--- src/rtl/rr_arbiter_8_pkg.sv ---
// Shared definitions for the 8-way round-robin arbiter.
//   ST_IDLE / ST_GRANT : FSM state encodings
//   NUM_REQ            : number of requesters
//   IDX_W              : width of a requester index
package arb_defs;
    localparam logic ST_IDLE  = 1'b0;
    localparam logic ST_GRANT = 1'b1;
    localparam int   NUM_REQ  = 8;
    localparam int   IDX_W    = 3;
endpackage

--- src/rtl/rr_arbiter_8_decoder.sv ---
// 3-to-8 one-hot decoder.
//   sel : input  [2:0] binary index
//   dec : output [7:0] one-hot form of sel
module decoder_3_8 (
    input  logic [2:0] sel,
    output logic [7:0] dec
);
    always_comb begin
        dec      = 8'h00;
        dec[sel] = 1'b1;
    end
endmodule

--- src/rtl/rr_arbiter_8.sv ---
// Round-robin arbiter sharing one resource between 8 requesters. A grant is
// held until the owner drops its request or, when MAX_HOLD != 0, until the
// grant has lasted MAX_HOLD cycles. One idle cycle separates grants.
//   clk       : input       system clock, rising edge
//   rst       : input       synchronous active-high reset
//   req       : input  [7:0] request vector, bit i = requester i
//   gnt       : output [7:0] one-hot grant, zero when no grant is active
//   gnt_idx   : output [2:0] index of the current or most recent winner
//   gnt_valid : output       high while a grant is active
//   timeout   : output       one-cycle pulse after a grant is revoked by MAX_HOLD
//
// state    | meaning
// ---------+---------------------------------------------------------------
// ST_IDLE  | no grant; arbitrate req from ptr on the next edge
// ST_GRANT | gnt_idx owns the resource; hold_cnt counts grant cycles
module rr_arbiter_8
    import arb_defs::*;
#(
    parameter int MAX_HOLD = 16,
    parameter int CNT_W    = 8
) (
    input  logic               clk,
    input  logic               rst,
    input  logic [NUM_REQ-1:0] req,
    output logic [NUM_REQ-1:0] gnt,
    output logic [IDX_W-1:0]   gnt_idx,
    output logic               gnt_valid,
    output logic               timeout
);
    // Count value seen on the last allowed grant cycle.
    localparam logic [CNT_W-1:0] HOLD_LAST = CNT_W'((MAX_HOLD == 0) ? 0 : MAX_HOLD - 1);

    logic             state_q, state_d;
    logic [IDX_W-1:0] ptr_q, ptr_d;
    logic [IDX_W-1:0] idx_q, idx_d;
    logic [CNT_W-1:0] cnt_q, cnt_d;
    logic             to_q, to_d;
    logic [NUM_REQ-1:0] dec_out;

    // First set bit of r in the search order p, p+1, ..., p+7 (mod 8).
    function automatic logic [IDX_W-1:0] rr_pick(input logic [NUM_REQ-1:0] r,
                                                 input logic [IDX_W-1:0]   p);
        logic [IDX_W-1:0] cand;
        logic [IDX_W-1:0] pick;
        logic             found;
        pick  = p;
        found = 1'b0;
        for (int i = 0; i < NUM_REQ; i++) begin
            cand = p + IDX_W'(i);
            if (!found && r[cand]) begin
                pick  = cand;
                found = 1'b1;
            end
        end
        return pick;
    endfunction

    always_ff @(posedge clk) begin
        if (rst) begin
            state_q <= ST_IDLE;
            ptr_q   <= '0;
            idx_q   <= '0;
            cnt_q   <= '0;
            to_q    <= 1'b0;
        end else begin
            state_q <= state_d;
            ptr_q   <= ptr_d;
            idx_q   <= idx_d;
            cnt_q   <= cnt_d;
            to_q    <= to_d;
        end
    end

    always_comb begin
        state_d = state_q;
        ptr_d   = ptr_q;
        idx_d   = idx_q;
        cnt_d   = cnt_q;
        to_d    = 1'b0;
        case (state_q)
            ST_IDLE: begin
                cnt_d = '0;
                if (|req) begin
                    idx_d   = rr_pick(req, ptr_q);
                    state_d = ST_GRANT;
                end
            end
            default: begin
                if (!req[idx_q] || (MAX_HOLD != 0 && cnt_q == HOLD_LAST)) begin
                    // Release and timeout share the same exit; only the
                    // timeout case flags the pulse.
                    state_d = ST_IDLE;
                    ptr_d   = idx_q + IDX_W'(1);
                    cnt_d   = '0;
                    to_d    = req[idx_q];
                end else begin
                    cnt_d = cnt_q + CNT_W'(1);
                end
            end
        endcase
    end

    decoder_3_8 u_dec (
        .sel (idx_q),
        .dec (dec_out)
    );

    always_comb begin
        gnt_valid = (state_q == ST_GRANT);
        gnt       = gnt_valid ? dec_out : '0;
        gnt_idx   = idx_q;
        timeout   = to_q;
    end
endmodule

--- config.mk ---
export PLATFORM = sky130hd
export DESIGN_NAME = rr_arbiter_8
export DESIGN_NICKNAME = d
export VERILOG_FILES = /design/src/rtl/rr_arbiter_8_pkg.sv /design/src/rtl/rr_arbiter_8_decoder.sv /design/src/rtl/rr_arbiter_8.sv
export SDC_FILE = /design/constraint.sdc
export NUM_CORES = 1
export LEC_CHECK = 0
export CORE_UTILIZATION = 40
export DETAILED_ROUTE_END_ITERATION = 8
export GPL_TIMING_DRIVEN = 0
export SLEW_MARGIN = 20
export SYNTH_ARGS = -nofsm -noshare
export SYNTH_HDL_FRONTEND = slang
export SYNTH_SLANG_ARGS = --single-unit
--- constraint.sdc ---
create_clock -name clk -period 4.6 [get_ports clk]
set_input_delay 0.46 -clock clk [delete_from_list [all_inputs] [get_ports clk]]
set_output_delay 0.46 -clock clk [all_outputs]
set_load 0.1 [all_outputs]
# == Yosys cells after proc, flatten, opt, wreduce, memory -nomap -nowiden ==
# Index checks and enable logic that the tools add are counted.
# classes
n_addsub,9
magnitude_cmp,10
eq_ne,1
mux,52
n_bitwise,2
reduce_logical,22
# ops
cell,n
3-bit by 4-bit less-than comparator with 1-bit output (second input constant),9
1-bit two-way mux,34
1-bit binary-select mux with 3-bit select,9
3-bit two-way mux,7
3-bit adder (second input constant),4
8-bit by 1-bit adder with 8-bit output (second input constant),1
8-bit by 4-bit equality test with 1-bit output (second input constant),1
1-bit logical AND,8
1-bit logical NOT,8
8-bit two-way mux,1
8-bit OR reduction,1
3-bit by 1-bit adder with 3-bit output (second input constant),2
3-bit by 2-bit adder with 3-bit output (second input constant),2
3-bit OR reduction,2
2-bit AND reduction,2
1-bit demux with 3-bit select,1
3-bit by 1-bit greater-or-equal comparator with 1-bit output (second input constant),1
1-bit inverter,2
1-bit logical OR,1
# totals
regBits,16
in_bits,10
out_inout_bits,13
wordCells,101

# == Logic depth before layout (Yosys ltp) ==
# Gate-level depths: netlist of run 1.
# depth
ltp_word,38
depth_mapped,11
depth_no_buf,9

# == By module ==
# From an unflattened synthesis of run 1, not the netlist that was laid out.
# unflattened
hier_cells,174
hier_area_um2,1654.1
# by_module_without_submodules
mod,n_inst,cells_each,area_each_um2,seq_area_each_um2
rr_arbiter_8,1,166,1589.0,320.3
decoder_3_8,1,8,65.1,0.0

# == Least setup slack after synthesis of run 1 ==
# Ideal clock, no wire load.
# synth_path
path_type,reg2out
from,register idx_q[1] (netlist: gnt_idx[1])
to,output gnt[2]
arrival_ns,3.342
required_time_ns,4.140
path_slack_ns,0.798
stages_incl_launch_ff,3
path_buffers,0
cell_sequence,dfxtp_1 > nand2_1 > nor3_1
# synth_between
elab_chain_len,5
elab_cells_between_ends,6
classes_between,order compare (2); mux (3); reduce/logical (1)
# synth_rtl
element,line_no,text
start: declaration,rr_arbiter_8.sv:35,"logic [IDX_W-1:0] idx_q, idx_d;"
start signal: assignment,rr_arbiter_8.sv:68,idx_q <= idx_d;
3-bit by 4-bit less-than comparator with 1-bit output (implied by the code) / 3-bit by 1-bit greater-or-equal comparator with 1-bit output (equally long branches),rr_arbiter_8_decoder.sv:10,dec[sel] = 1'b1;
1-bit logical AND (implied by the code),rr_arbiter_8_decoder.sv:10,
1-bit two-way mux (implied by the code),rr_arbiter_8_decoder.sv:10,
1-bit demux with 3-bit select *,--,
8-bit two-way mux *,rr_arbiter_8.sv:110,gnt = gnt_valid ? dec_out : '0;
end: declaration,rr_arbiter_8.sv:25,"output logic [NUM_REQ-1:0] gnt,"
# Mark *: on every way between the ends. The rest lies on a longest branch, timed or not.

# == Worst setup path in the final report of run 1 ==
# layout_path
from,register ptr_q[1]
to,register idx_q[2] (netlist: gnt_idx[2])
# layout_between
elab_chain_len,38
elab_cells_between_ends,65
classes_between,add/sub (7); mux (44); reduce/logical (14)
# layout_rtl
element,line_no,text
start: declaration,rr_arbiter_8.sv:34,"logic [IDX_W-1:0] ptr_q, ptr_d;"
start signal: assignment,rr_arbiter_8.sv:67,ptr_q <= ptr_d;
1-bit binary-select mux with 3-bit select,rr_arbiter_8.sv:50,if (!found && r[cand]) begin
1-bit two-way mux (implied by the code),rr_arbiter_8.sv:50,
1-bit two-way mux,rr_arbiter_8.sv:50,
1-bit two-way mux,rr_arbiter_8.sv:83,if (|req) begin
1-bit two-way mux,rr_arbiter_8.sv:80,case (state_q)
1-bit logical NOT,rr_arbiter_8.sv:50,
1-bit logical AND,rr_arbiter_8.sv:50,
1-bit two-way mux,rr_arbiter_8.sv:50,
(+22 left out),--,
1-bit logical NOT,rr_arbiter_8.sv:50,
1-bit logical AND,rr_arbiter_8.sv:50,
1-bit two-way mux,rr_arbiter_8.sv:50,
1-bit two-way mux,rr_arbiter_8.sv:83,
1-bit two-way mux,rr_arbiter_8.sv:80,
1-bit logical NOT,rr_arbiter_8.sv:50,
1-bit logical AND,rr_arbiter_8.sv:50,
3-bit two-way mux *,rr_arbiter_8.sv:50,
# Mark *: on every way between the ends. The rest lies on a longest branch, timed or not. The select of a mux whose other input is x is not followed.
# A chain may end at the register's enable or synchronous reset.

==> results of run 1 <==
cells by family (layout without fill, tap and decap cells):
kind of cell    after synthesis  after routing  share of synthesized area
flops                        16             16                      0.205
fa+ha+maj                     4              4                     0.0320
compound gates               33             33                      0.158
mux                          26             26                      0.286
buf+inv                      15             40                     0.0384
xor+xnor                     10             10                     0.0560
simple gates                 70             70                      0.225
sequential cells by signal, indices dropped and copies added (netlist names):
name       cells
gnt_valid      1
timeout        1
gnt_idx        3
ptr_q          3
cnt_q          8
cells in the mapped netlist (4+ instances only):
| cell type | instances | area share |
|---|---|---|
| mux2_2 | 5 | 0.036 |
| nand2_1 | 13 | 0.031 |
| nor2_1 | 21 | 0.050 |
| ha_1 | 4 | 0.032 |
| inv_1 | 6 | 0.014 |
| mux2i_1 | 5 | 0.032 |
| xnor2_1 | 4 | 0.022 |
| mux4_2 | 14 | 0.20 |
| dfxtp_1 | 16 | 0.20 |
| clkbuf_1 | 6 | 0.014 |
| xor2_1 | 6 | 0.034 |
| nand2b_1 | 8 | 0.032 |
| o21ai_0 | 5 | 0.016 |
| nor3_1 | 5 | 0.016 |
| a21oi_1 | 8 | 0.026 |
| nand3_1 | 8 | 0.026 |
worst paths after layout:
path / startpoint / to / cells past startpoint
worst min-delay path: cnt_q[0]$_SDFF_PP0_ / cnt_q[0]$_SDFF_PP0_ / 1
worst max register to register: ptr_q[1]$_SDFFE_PP0P_ / gnt_idx[2]$_SDFFE_PP0P_ / 11
worst min register to register: cnt_q[0]$_SDFF_PP0_ / cnt_q[0]$_SDFF_PP0_ / 1
worst max-delay path: ptr_q[1]$_SDFFE_PP0P_ / gnt_idx[2]$_SDFFE_PP0P_ / 11
worst register-to-register path, delay by kind of cell, from the launching register on:
kind / cells / cell delay, ns
flip-flops: 1 / 0.43
buffers and inverters: 3 / 0.72
multiplexers: 2 / 0.89
adder cells (fa/ha/maj): 1 / 0.39
AO/OA/AOI/OAI: 5 / 0.98
power by group through the flow:
stage               clock network, W  logic (W)  registers (W)
detailed placement                 0   0.000799       0.000195
finish                      0.000122   0.000802       0.000191
floorplan                          0   0.000550       0.000285
global placement                   0   0.000791       0.000194
CTS                         0.000127   0.000801       0.000192
global route                0.000136   0.000867       0.000196
layout make-up:
| type | count | share of cell area |
|---|---|---|
| Sequential cell | 16 | 0.170 |
| Timing Repair Buffer | 21 | 0.111 |
| Inverter | 6 | 0.0119 |
| Buffer | 9 | 0.0199 |
| Multi-Input combinational cell | 143 | 0.626 |
| Tap cell | 48 | 0.0318 |
| Clock buffer | 4 | 0.0292 |
stage by stage:
step	instances	setup WS, ns	hold WS, ns
final	247	1.08	0.436
after global routing	247	0.826	0.462
after floorplan	174	0.798	0.413
after detailed placement	243	1.05	0.432
after global placement	243	1.13	0.428
after CTS	247	1.05	0.441
per-layer routing:
metal,track usage,vias to the layer above,share of wire
met1,0.266,705,0.46
met2,0.339,43,0.49
li1,-,705,-
met3,0.0352,4,0.043
met4,0.0361,0,0.0083
met5,0,-,0
==> results.sh, run 1 <==
export IMPL_layout_common_cells="nor2_1, clkdlybuf4s50_1, dfxtp_1"
export IMPL_p_seq_frac=0.171
export IMPL_syn_area_um2=1560
export IMPL_drive_gt1_frac=0.156
export IMPL_io_buffers=21
export IMPL_tns_ns=0
export IMPL_power_w=0.00112
export IMPL_p_sw_frac=0.517
export IMPL_ant_nets=0
export IMPL_seqCellArea_um2=320
export IMPL_overflow=0
export IMPL_hpwl_mm=2.98
export IMPL_antenna_found_initial=0
export IMPL_hold_viol_final=0
export IMPL_seq_area_frac_synth=0.205
export IMPL_path_max_fanout=10
export IMPL_gp_congestion=0.841
export IMPL_ctsHoldBuffers=0
export IMPL_syn_area_per_cell_um2=8.98
export IMPL_syn_to_final_growth_pct=20.8
export IMPL_via_per_inst=5.90
export IMPL_worstPathCellList="buf_2 -> inv_1 -> ha_1 -> buf_2 -> mux4_2 -> mux2i_1 -> a21boi_1 -> a221oi_1 -> a21oi_1 -> o221ai_2 -> o2111a_1"
export IMPL_nNetsFinal=214
export IMPL_slew_violations=0
export IMPL_clk_latency_ns=0.24
export IMPL_r2r_slack_ns=1.08
export IMPL_max_freq_ghz=0.284
export IMPL_postPlaceCellArea_um2=1830
export IMPL_die_w_um=64.5
export IMPL_cts_resized=0
export IMPL_root_buffer="clkbuf_8"
export IMPL_crit_path_end_kind="flop"
export IMPL_remaining_drc_errors=0
export IMPL_powerDensity_nw_per_um2=591
export IMPL_ys_ff_latch=16
export IMPL_multi_input_area_um2=1180
export IMPL_track_usage=0.200
export IMPL_synth_edf_count=0
export IMPL_status="completed"
export IMPL_hold_path_class="reg2reg"
export IMPL_clkPwrFrac=0.109
export IMPL_grt_max_degree=11
export IMPL_postLayoutCoreUtil=0.508
export IMPL_max_stage_delay_ns=0.58
export IMPL_nFillCells=363
export IMPL_path_clk_slew_ns=0.06
export IMPL_clockBufferDepth=2
export IMPL_cp_data_arrival_time_ns=3.66
export IMPL_numCtsBuffers=3
export IMPL_maxSlewHeadroom=0.348
export IMPL_ys_types=42
export IMPL_drtPass1Iterations=4
export IMPL_drt_initial_drc_count=96
export IMPL_cts_setup_buffers=0
export IMPL_die_area_um2=4160
export IMPL_critPathKind="reg2reg"
export IMPL_crit_path_frequent_cell="buf_2"
export IMPL_ys_async_sr_fraction=0
export IMPL_cts_sinks=16
export IMPL_start_kind="flop"
export IMPL_grt_pass1_vias=1421
export IMPL_grt_pass1_wl_mm=6.58
export IMPL_finalSetupViolCount=0
export IMPL_combPwrFrac=0.720
export IMPL_postSynthCellCount=174
export IMPL_period_needed_ns=3.52
export IMPL_synth_ff_type="dfxtp_1"
export IMPL_fp_row_count=22
export IMPL_die_y_um=64.5
export IMPL_period_share=0.765
export IMPL_cts_tree="done"
export IMPL_vias=1457
export IMPL_grt_setup_unrepaired="false"
export IMPL_yosysWarnings=0
export IMPL_diodes=0
export IMPL_cts_htree_levels=1
export IMPL_max_vdd_ir_drop_mv=0.269
export IMPL_cp_slowest_cell="mux4_2"
export IMPL_p_leak_nw=0.660
export IMPL_p_sw_w=0.000577
export IMPL_routedWlPerCell_um=15.2
export IMPL_worst_pin_slew_ns=0.976
export IMPL_cp_top_family="compound AO/OA/AOI/OAI gates"
export IMPL_synthesis_nets=188
export IMPL_crit_buf_inv=3
export IMPL_clock_skew_ns=0.00229
export IMPL_crit_required_ns=4.74
export IMPL_final_area_um2=1890
export IMPL_maxCapViolations=0
export IMPL_p_int_w=0.000539
export IMPL_start_util=0.421
export IMPL_core_area_um2=3720
export IMPL_finalWirelength_mm=3.76
export IMPL_ios=23
Power figures use the tool's default switching activity.
==> run 2, diff against run 1 <==
Clock period 4.6 ns to 3.6 ns, I/O delays scaled along.
==> run 2 against run 1 <==
Global-route usage decreased by 0.075 points. Register-to-register slack got worse by 0.88 ns. Clock power increased by 30%. First-iteration DRC count increased by 8.3%. Fmax increased by 3.5%. Via count decreased by 0.41%. Die area unchanged. Sequential share of layout area decreased by 0.18 points. Combinational power increased by 31%. Cell area increased by 1.1%. Critical endpoint unchanged. Largest power group unchanged.
==> results.sh, run 2 (synthesis gave the netlist of run 1 again) <==
export IMPL_status="completed"
export IMPL_io_buffers=21
export IMPL_hold_start="cnt_q[0]$_SDFF_PP0_"
export IMPL_multi_input_area_um2=1200
export IMPL_cts_htree_levels=1
export IMPL_crit_buf_inv=2
export IMPL_max_vdd_ir_drop_mv=0.381
export IMPL_maxCapViolations=0
export IMPL_cts_tree="done"
export IMPL_grt_max_degree=11
export IMPL_r2r_start="ptr_q[1]$_SDFFE_PP0P_"
export IMPL_ctsHoldBuffers=0
export IMPL_gp_congestion=0.894
export IMPL_antenna_found_initial=0
export IMPL_placedCellCount=243
export IMPL_maxSlewHeadroom=0.346
export IMPL_syn_to_final_growth_pct=22.1
export IMPL_grt_pass1_vias=1414
export IMPL_finalSetupViolCount=0
export IMPL_finalWirelength_mm=3.77
export IMPL_path_clk_slew_ns=0.06
export IMPL_crit_required_ns=3.79
export IMPL_start_kind="flop"
export IMPL_die_w_um=64.5
export IMPL_clock_skew_ns=0.00104
export IMPL_largest_register="cnt_q"
export IMPL_p_leak_nw=0.668
export IMPL_drt_initial_drc_count=104
export IMPL_nFillCells=351
export IMPL_layout_common_cells="nor2_1, clkdlybuf4s50_1, dfxtp_1"
export IMPL_power_w=0.00145
export IMPL_critPathLaunch="ptr_q[1]$_SDFFE_PP0P_"
export IMPL_drtPass1Iterations=4
export IMPL_worst_pin_slew_ns=0.978
export IMPL_core_area_um2=3720
export IMPL_cp_slowest_cell="mux4_2"
export IMPL_drive_gt1_frac=0.176
export IMPL_clk_latency_ns=0.25
export IMPL_cts_sinks=16
export IMPL_cp_data_arrival_time_ns=3.59
export IMPL_numCtsBuffers=3
export IMPL_remaining_drc_errors=0
export IMPL_min_to="cnt_q[0]$_SDFF_PP0_"
export IMPL_critPathKind="reg2reg"
export IMPL_dp_slack_ns=0.0734
export IMPL_root_buffer="clkbuf_8"
export IMPL_hold_path_class="reg2reg"
export IMPL_stdcell_count=247
export IMPL_powerDensity_nw_per_um2=760
export IMPL_cp_top_family="compound AO/OA/AOI/OAI gates"
export IMPL_ios=23
export IMPL_largest_reg_flops=8
export IMPL_period_needed_ns=3.40
export IMPL_r2r_slack_ns=0.20
export IMPL_r2r_end="gnt_idx[2]$_SDFFE_PP0P_"
export IMPL_crit_path_end_kind="flop"
export IMPL_die_y_um=64.5
export IMPL_nNetsFinal=214
export IMPL_track_usage=0.199
export IMPL_post_route_worst_setup_slack_ns=0.199
export IMPL_slew_violations=0
export IMPL_diodes=0
export IMPL_ff2ff_path_depth=10
export IMPL_via_per_inst=5.87
export IMPL_holdPathStages=1
export IMPL_max_freq_ghz=0.294
export IMPL_hold_viol_final=0
export IMPL_seqCellArea_um2=320
export IMPL_grt_pass1_wl_mm=6.49
export IMPL_worstPathCellList="clkbuf_4 -> inv_1 -> ha_1 -> mux2_1 -> mux4_2 -> o32ai_4 -> nand4_2 -> a211o_1 -> o221ai_2 -> o2111a_1"
export IMPL_overflow=0
export IMPL_start_util=0.421
export IMPL_ant_nets=0
export IMPL_hpwl_mm=2.88
export IMPL_max_stage_delay_ns=0.52
export IMPL_die_area_um2=4160
export IMPL_vias=1451
export IMPL_path_max_fanout=10
export IMPL_period_share=0.945
export IMPL_fp_row_count=22
export IMPL_clockBufferDepth=2
export IMPL_routedWlPerCell_um=15.2
[run 2: changes by cell type in the layout (fill, tap and decap cells not counted), sizes merged]
| cell | before | now |
|---|---|---|
| clkbuf | 10 | 11 |
| buf | 3 | 2 |
[run 2: power by group]
group	switching [W]	leakage, nW	total [W]	internal (W)
clock network	0.0000608	0.0288	0.000158	0.0000970
registers	0.0000367	0.130	0.000243	0.000206
logic	0.000655	0.509	0.00105	0.000394
[run 2: what timing repair did]
action | 4_1_cts | 5_1_grt
buffers inserted | 0 | 0
endpoints found under the setup margin | 0 | 2
gates resized for setup | 0 | 3
[run 2: layer usage]
metal / global-route usage / share of wire / up-vias
li1: - / - / 711
met1: 0.262 / 0.45 / 694
met2: 0.318 / 0.48 / 42
met3: 0.0511 / 0.062 / 4
met4: 0.0611 / 0.0098 / 0
met5: 0 / 0 / -
[run 2: worst max-delay path by stage]
stage                              endpoint  slack, ns  cells past startpoint
finish              gnt_idx[2]$_SDFFE_PP0P_       0.20                     10
global route        gnt_idx[2]$_SDFFE_PP0P_     -0.004                     11
CTS                 gnt_idx[2]$_SDFFE_PP0P_       0.06                     11
detailed placement  gnt_idx[2]$_SDFFE_PP0P_       0.07                     11
global placement    gnt_idx[2]$_SDFFE_PP0P_       0.13                     11
floorplan                            gnt[5]       0.51                      3
[run 2: area by class of cell]
cell class | count | share of cell area
well taps | 48 | 0.0315
flip-flops and latches | 16 | 0.168
plain buffers | 9 | 0.0210
multi-input cells | 143 | 0.629
inverters | 6 | 0.0118
clock buffers | 4 | 0.0289
repair buffers | 21 | 0.110
[run 2: stage by stage]
step | cell area [µm²] | setup TNS [ns] | utilization | hold WS, ns
finish | 1910 | 0 | 0.513 | 0.442
global placement | 1840 | 0 | 0.496 | 0.426
floorplan | 1570 | 0 | - | 0.413
global route | 1910 | -0.00399 | 0.513 | 0.486
CTS | 1900 | 0 | 0.511 | 0.448
detailed placement | 1840 | 0 | 0.496 | 0.434
==> run 3, diff against run 2 <==
Settings changed: PLACE_DENSITY set to 0.67.
==> run 3 against run 2 <==
Utilization is 0.067 points higher. Highest routed layer unchanged. Critical endpoint unchanged. Flip-flop and latch count is the same. Register-to-register slack about the same. Sequential power is essentially flat.
==> results.sh, run 3 (synthesis gave the netlist of run 1 again) <==
export IMPL_status="completed"
export IMPL_syn_to_final_growth_pct=22.3
export IMPL_fp_row_count=22
export IMPL_ios=23
export IMPL_path_max_fanout=10
export IMPL_maxCapViolations=0
export IMPL_die_area_um2=4160
export IMPL_p_sw_w=0.000751
export IMPL_cts_tree="done"
export IMPL_finalSetupViolCount=0
export IMPL_clockBufferDepth=2
export IMPL_crit_path_end_kind="flop"
export IMPL_ant_nets=0
export IMPL_numCtsBuffers=3
export IMPL_cts_sinks=16
export IMPL_core_area_um2=3720
export IMPL_p_int_w=0.000699
export IMPL_clock_skew_ns=0.000662
export IMPL_largest_register="cnt_q"
export IMPL_grt_pass1_wl_mm=6.80
export IMPL_critPathKind="reg2reg"
export IMPL_period_needed_ns=3.39
export IMPL_path_clk_slew_ns=0.06
export IMPL_routedWlPerCell_um=15.8
export IMPL_via_per_inst=6.06
export IMPL_drtPass1Iterations=4
export IMPL_cts_htree_levels=1
export IMPL_hpwl_mm=3.08
export IMPL_period_share=0.942
export IMPL_die_y_um=64.5
export IMPL_antenna_found_initial=0
export IMPL_hold_path_class="reg2reg"
export IMPL_drt_initial_drc_count=95
export IMPL_diodes=0
export IMPL_drive_gt1_frac=0.176
export IMPL_gp_congestion=0.908
export IMPL_remaining_drc_errors=0
export IMPL_finalWirelength_mm=3.90
export IMPL_worst_pin_slew_ns=0.978
export IMPL_power_w=0.00145
export IMPL_layout_common_cells="nor2_1, clkdlybuf4s50_1, dfxtp_1"
export IMPL_io_buffers=21
export IMPL_maxSlewHeadroom=0.346
export IMPL_clk_latency_ns=0.24
export IMPL_clkPwrFrac=0.107
export IMPL_r2r_slack_ns=0.21
export IMPL_root_buffer="clkbuf_8"
export IMPL_start_util=0.421
export IMPL_hold_viol_final=0
export IMPL_crit_required_ns=3.79
export IMPL_die_w_um=64.5
export IMPL_grt_pass1_vias=1456
export IMPL_max_vdd_ir_drop_mv=0.330
export IMPL_vias=1497
export IMPL_slew_violations=0
export IMPL_track_usage=0.204
export IMPL_p_sw_frac=0.518
export IMPL_combPwrFrac=0.724
export IMPL_largest_reg_flops=8
export IMPL_powerDensity_nw_per_um2=759
export IMPL_grt_max_degree=11
export IMPL_p_leak_nw=0.668
export IMPL_tns_ns=0
export IMPL_p_seq_frac=0.169
export IMPL_grt_setup_unrepaired="false"
export IMPL_start_kind="flop"
export IMPL_overflow=0
export IMPL_cp_data_arrival_time_ns=3.58
export IMPL_max_freq_ghz=0.295
export IMPL_nNetsFinal=214
[run 3: path summary, 6_finish.rpt]
kind	from	to	depth (start not counted)
max reg2reg	ptr_q[1]$_SDFFE_PP0P_	gnt_idx[2]$_SDFFE_PP0P_	10
max	ptr_q[1]$_SDFFE_PP0P_	gnt_idx[2]$_SDFFE_PP0P_	10
min reg2reg	cnt_q[0]$_SDFF_PP0_	cnt_q[0]$_SDFF_PP0_	1
min	cnt_q[0]$_SDFF_PP0_	cnt_q[0]$_SDFF_PP0_	1
[run 3: cell type report]
class                      count  area (µm²)
buffer                         9        42.5
clock buffer                   4        55.1
fill                         356        1810
inverter                       6        22.5
multi-input combinational    143        1200
sequential                    16         320
tap                           48        60.1
timing repair buffer          21         210
[run 3: metrics by stage]
stage	area [µm²]	hold slack (ns)	setup slack [ns]	util	std cells
detailed placement	1840	0.442	0.0212	0.496	243
CTS	1900	0.449	0.0816	0.512	247
global route	1910	0.477	0.0283	0.514	247
global placement	1840	0.426	0.151	0.496	243
floorplan	1570	0.413	0.508	-	174
finish	1910	0.446	0.209	0.514	247
[run 3: power groups by stage]
stage               Sequential [W]  Combinational, W  Clock, W
floorplan                 0.000364          0.000707         0
CTS                       0.000245           0.00104  0.000159
global route              0.000250           0.00113  0.000169
detailed placement        0.000249           0.00103         0
finish                    0.000245           0.00105  0.000155
global placement          0.000247           0.00102         0
[run 3: layer usage]
layer,vias to the layer above,track usage,part of all wire
met5,-,0,0
met2,51,0.357,0.51
met1,729,0.260,0.43
li1,711,-,-
met3,6,0.0405,0.053
met4,0,0.0417,0.011
[run 3: worst max-delay path, stage by stage (launching register included)]
cell	delay (ns)
dfxtp_1	0.43
clkbuf_4	0.28
inv_1	0.13
ha_1	0.40
mux2_1	0.37
mux4_2	0.52
o32ai_4	0.36
nand4_2	0.17
a211o_1	0.31
o221ai_2	0.16
o2111a_1	0.20
[run 3: repair_timing]
action	CTS	global route
hold buffers	0	0
hold endpoints to repair	0	0
endpoints found under the setup margin	1	2
buffers inserted	0	0
gates resized for setup	1	3
pin swaps	0	1
==> edit 1 (settings of run 2) <==
Put a register stage on the output `timeout`, without a reset. The value now appears one clock later. The other outputs are not delayed to match. Comments in the files are not updated.
--- a/src/rtl/rr_arbiter_8.sv
+++ b/src/rtl/rr_arbiter_8.sv
@@ -29,6 +29,8 @@
 );
     // Count value seen on the last allowed grant cycle.
     localparam logic [CNT_W-1:0] HOLD_LAST = CNT_W'((MAX_HOLD == 0) ? 0 : MAX_HOLD - 1);
+
+    logic timeout_d;
 
     logic             state_q, state_d;
     logic [IDX_W-1:0] ptr_q, ptr_d;
@@ -109,7 +111,11 @@
         gnt_valid = (state_q == ST_GRANT);
         gnt       = gnt_valid ? dec_out : '0;
         gnt_idx   = idx_q;
-        timeout   = to_q;
+        timeout_d = to_q;
     end
+    always_ff @(posedge clk) begin
+        timeout <= timeout_d;
+    end
+
 endmodule
 
Check against the original RTL: same outputs for any inputs over 10 cycles, from zero or initial values and one cycle with rst high; that may be too few to reach the edited logic, so the function may still have changed.
==> edit 1 against run 2 <==
  * Sequential cell count grew 1
  * Via count grew 12%
  * Critical path depth is 1 higher
  * Highest routed layer unchanged
  * Wire length rose by 17%
  * Critical endpoint is now gnt_idx[0]$_SDFFE_PP0P_
  * Cell count is 12% higher
  * Largest cell class unchanged
  * Total power increased by 17%
  * Area after synthesis increased by 16%
  * Sequential power grew 8%
  * Cell area grew 13%
  * Worst setup slack gained 0.068 ns
==> edit 1: results (changes against run 2) <==
Final layout
  – NumNets Final: 240 (+12%)
  – Register with the most flip-flops: cnt_q
  – Largest register FFs: 8 (unchanged)
  – Fill count: 419 (+19%)
  – Share of layout cells above drive strength 1: 18.7% (+1.1 points)
  – N_diodes: 0 (unchanged)

Setup path
  – CP Max Fanout: 10 (unchanged)
  – Delay-heaviest family, CP: multiplexers
  – CP arrival: 3.48 ns (-0.11 ns)
  – Worst path slowest cell: mux4_2
  – Crit-path max cell delay: 0.50 ns (-0.02 ns)

Outcome
  – Status: finished, final reports clean

Power
  – Leakage: 0.747 nW (+12%)
  – Peak supply drop: 0.282 mV (-26%)

Global route
  – Vias in the first global route: 1599 (+13%)
  – GRT Resource Usage Total: 19.1% (-0.81 points)
  – Pin count of the biggest net entering global routing: 12 (+1)
  – First-pass GRT wire length: 7560 um (+16%)
  – Initial antenna violation count: 0 (unchanged)

Route
  – Vias per cell: 5.84 (-0.51%)
  – Wire per inst: 15.9 um (+4.6%)
  – Routed WL: 4420 um (+17%)
  – Drt first pass iters: 4 (unchanged)
  – 1st-iter DRT viols: 87 (-16%)

Logic synthesis
  – Top cells by area, synth: dfxtp_1 19%, mux4_2 17%, mux2i_1 6.1%
  – Synth unique cells: 54 (+29%)
  – FFs w/ async S/R, synth: 0% (unchanged)
  – Syn_nets: 214 (+14%)
  – Mean Syn Cell Area: 9.07 um2 (+1.0%)
  – Register area share after synthesis: 18.8% (-1.7 points)
  – Top cells by count, synth: 27 x nor2_1, 17 x dfxtp_1, 15 x nand2_1

Placed design
  – Cells after DPL: 273 (+12%)
  – Final GP Congestion: 0.825 (-7.7%)
  – Post-DP HPWL: 3290 um (+14%)
  – I/O Buffers: 21 (unchanged)
  – Dpl ws: 0.276 ns (+0.203 ns)

CTS
  – Root Buffer: clkbuf_8
  – PostCTS Resize Cnt: 0 (unchanged)
  – Clk slew on worst S/H paths: 0.07 ns
  – Clk Latency, worst-skew pair: 0.25 ns (about the same)
  – H-tree Lvls: 1 (unchanged)
  – Post-CTS Setup Inserts: 0 (unchanged)
  – CTS Buf Count: 3 (unchanged)

Timing
  – Rel. slew slack: 35.1% (+0.55 points)
  – Clk_skew: 0.00466 ns (+0.00362 ns)
-- edit 1: cells by family after synthesis --
kind of cell    count (synthesis)  share of synthesized area, %
flops                          17                          18.8
simple gates                   76                          21.0
xor+xnor                        9                          4.76
buf+inv                        24                          6.34
compound gates                 37                          15.1
mux                            33                          31.2
fa+ha+maj                       4                          2.76
-- edit 1: layout make-up --
| cell class | instances | area share (%) |
|---|---|---|
| Multi-Input combinational cell | 159 | 63.7 |
| Sequential cell | 17 | 15.8 |
| Timing Repair Buffer | 21 | 9.78 |
| Buffer | 18 | 4.31 |
| Tap cell | 52 | 3.03 |
| Clock buffer | 3 | 1.92 |
| Inverter | 6 | 1.05 |
| Clock inverter | 1 | 0.349 |
-- edit 1: report_power, final --
group          switching, mW  internal (mW)
sequential            0.0393          0.223
combinational          0.790          0.498
clock                 0.0696         0.0779
total                  0.899          0.799
-- edit 1: layer usage --
metal | wire, um | GRT usage (%)
met2 | 2020 | 30.5
met3 | 210 | 3.49
met1 | 2130 | 27.0
met4 | 57 | 3.85
met5 | 0 | 0
-- edit 1: path summary, 6_finish.rpt --
path	from	to	slack, ns	cells past startpoint
setup reg to reg	ptr_q[1]$_SDFFE_PP0P_	gnt_idx[0]$_SDFFE_PP0P_	0.27	11
setup / recovery	ptr_q[1]$_SDFFE_PP0P_	gnt_idx[0]$_SDFFE_PP0P_	0.27	11
hold / removal	timeout_d$_SDFF_PP0_	timeout$_DFF_P_	0.33	0
hold reg to reg	timeout_d$_SDFF_PP0_	timeout$_DFF_P_	0.33	0
-- edit 1: stage by stage --
step	hold WS, ns	area (um2)
final	0.333	2150
after global routing	0.342	2150
after CTS	0.338	2150
after detailed placement	0.315	2100
after global placement	0.313	2100
after floorplan	0.310	1820
==> edit 2 (config.mk and constraints of run 2) <==
Made on the original files. `CNT_W`: 8 -> 6.
--- a/src/rtl/rr_arbiter_8.sv
+++ b/src/rtl/rr_arbiter_8.sv
@@ -17,7 +17,7 @@
     import arb_defs::*;
 #(
     parameter int MAX_HOLD = 16,
-    parameter int CNT_W    = 8
+    parameter int CNT_W    = 6
 ) (
     input  logic               clk,
     input  logic               rst,
Function: no difference found for any inputs over 10 cycles, from zero or initial values and one cycle with rst high; that may be too few to reach the edited logic, so the function may still have changed.
==> edit 2 against run 2 <==
  * Cell area shrank 5.0%
  * Count of clock-buffer cells in the layout is the same
  * Worst setup slack gained 0.32 ns
  * Total power shrank 2.9%
  * Worst hold slack lost 0.0027 ns
  * Maximum frequency grew 10%
  * Wire length shrank 3.9%
  * Global-route usage shrank 0.18 points
  * Area after synthesis shrank 5.3%
  * Sequential cell count shrank 2
  * Largest cell class unchanged
  * Non-clock buffer count is the same
==> edit 2: results (changes against run 2) <==
Final layout
  – Share of layout cells above drive strength 1: 19.1% (+1.6 points)
  – N_diodes: 0 (unchanged)
  – Largest register FFs: 6 (-2)
  – NumNets Final: 203 (-5.1%)

Logic synthesis
  – FFs w/ async S/R, synth: 0% (unchanged)
  – Top cells by count, synth: 23 x nor2_1, 14 x dfxtp_1, 13 x mux4_2
  – Mean Syn Cell Area: 9.08 um2 (+1.1%)
  – Register area share after synthesis: 18.9% (-1.6 points)
  – YS warnings: 0 (unchanged)
  – Synth unique cells: 51 (+21%)
  – Post-synth top flop: dfxtp_1
  – Top cells by area, synth: mux4_2 20%, dfxtp_1 19%, nor2_1 5.8%
  – Syn_nets: 177 (-5.9%)

CTS
  – Clk buf depth: 2 (unchanged)
  – Hold-fix buffers, CTS: 0 (unchanged)
  – CTS Buf Count: 3 (unchanged)
  – Root Buffer: clkbuf_8
  – Post-CTS Setup Inserts: 0 (unchanged)
  – PostCTS Resize Cnt: 0 (unchanged)

Setup path
  – FF-to-FF setup slack: 0.52 ns (+0.32 ns)
  – Worst path slowest cell: mux4_2
  – Delay-heaviest family, CP: buffers and inverters
  – Worst R2R End: gnt_idx[1]$_SDFFE_PP0P_
  – Critical path type: flop to flop
  – Crit-path max cell delay: 0.52 ns (about the same)
  – Crit path from: ptr_q[1]$_SDFFE_PP0P_
  – Reg2reg path depth: 11 (+1)
  – CP arrival: 3.21 ns (-0.38 ns)

Global route
  – First-pass GRT wire length: 6210 um (-4.3%)
  – GRT Resource Usage Total: 19.7% (-0.18 points)
  – Vias in the first global route: 1324 (-6.4%)
  – Initial antenna violation count: 0 (unchanged)
  – Pin count of the biggest net entering global routing: 11 (unchanged)

Placed design
  – Dpl ws: 0.514 ns (+0.440 ns)
  – Post-DP HPWL: 2830 um (-1.8%)
  – Cells after DPL: 230 (-5.3%)
  – Placed Area: 1760 um2 (-4.6%)
  – Final GP Congestion: 0.854 (-4.4%)

Route
  – Met3 wire len: 36 um (-84%)
  – Met2 wire length: 1910 um (+6.5%)
  – 1st-iter DRT viols: 135 (+30%)
  – Routed WL: 3620 um (-3.9%)
  – Via count: 1352 (-6.8%)
  – Met1 WL: 1610 um (-5.2%)
  – Wire per inst: 15.5 um (+1.5%)
  – Drt first pass iters: 4 (unchanged)

Hold path
  – Worst Hold Class: flop to flop
  – Worst hold path depth: 1 (unchanged)
  – WHS Endpoint: cnt_q[0]$_SDFF_PP0_
  – Min-delay src: cnt_q[0]$_SDFF_PP0_

Power
  – Leakage: 0.660 nW (-1.2%)
  – Peak supply drop: 0.347 mV (-8.8%)

Outcome
  – Status: finished, final reports clean

Die
  – Initial core utilization: 43.0% (+0.95 points)

Timing
  – Actual slew at the worst max-slew pin: 0.981 ns (+0.00226 ns)
  – Fin worst setup slack: 0.519 ns (+0.321 ns)
  – Final Hold Slack: 0.439 ns (-0.00274 ns)
  – Clk_skew: 0.00299 ns (+0.00194 ns)
## edit 2: logic make-up after synthesis
family,count (synthesis),share of synthesized area [%]
buffers and inverters,15,5.07
multiplexers,24,29.4
XOR/XNOR,8,5.24
flip-flops,14,18.9
adder cells (fa/ha/maj),4,3.38
AO/OA/AOI/OAI,28,13.9
AND/OR/NAND/NOR,70,24.1
## edit 2: final cells by class
cell class	count	area (um2)
Clock buffer	4	55.1
Timing Repair Buffer	21	210
Sequential cell	14	280
Buffer	9	52.6
Tap cell	46	57.6
Multi-Input combinational cell	134	1130
Fill cell	335	1630
Inverter	6	22.5
## edit 2: layer usage
metal	up-vias	GRT usage [%]
met1	666	23.6
met5	-	0
met2	14	36.4
met3	5	1.64
met4	0	6.98
li1	667	-
## edit 2: power breakdown
group / internal, mW / leakage [nW] / switching [mW]
Sequential: 0.184 / 0.114 / 0.0406
Clock: 0.0970 / 0.0288 / 0.0571
Combinational: 0.407 / 0.518 / 0.622
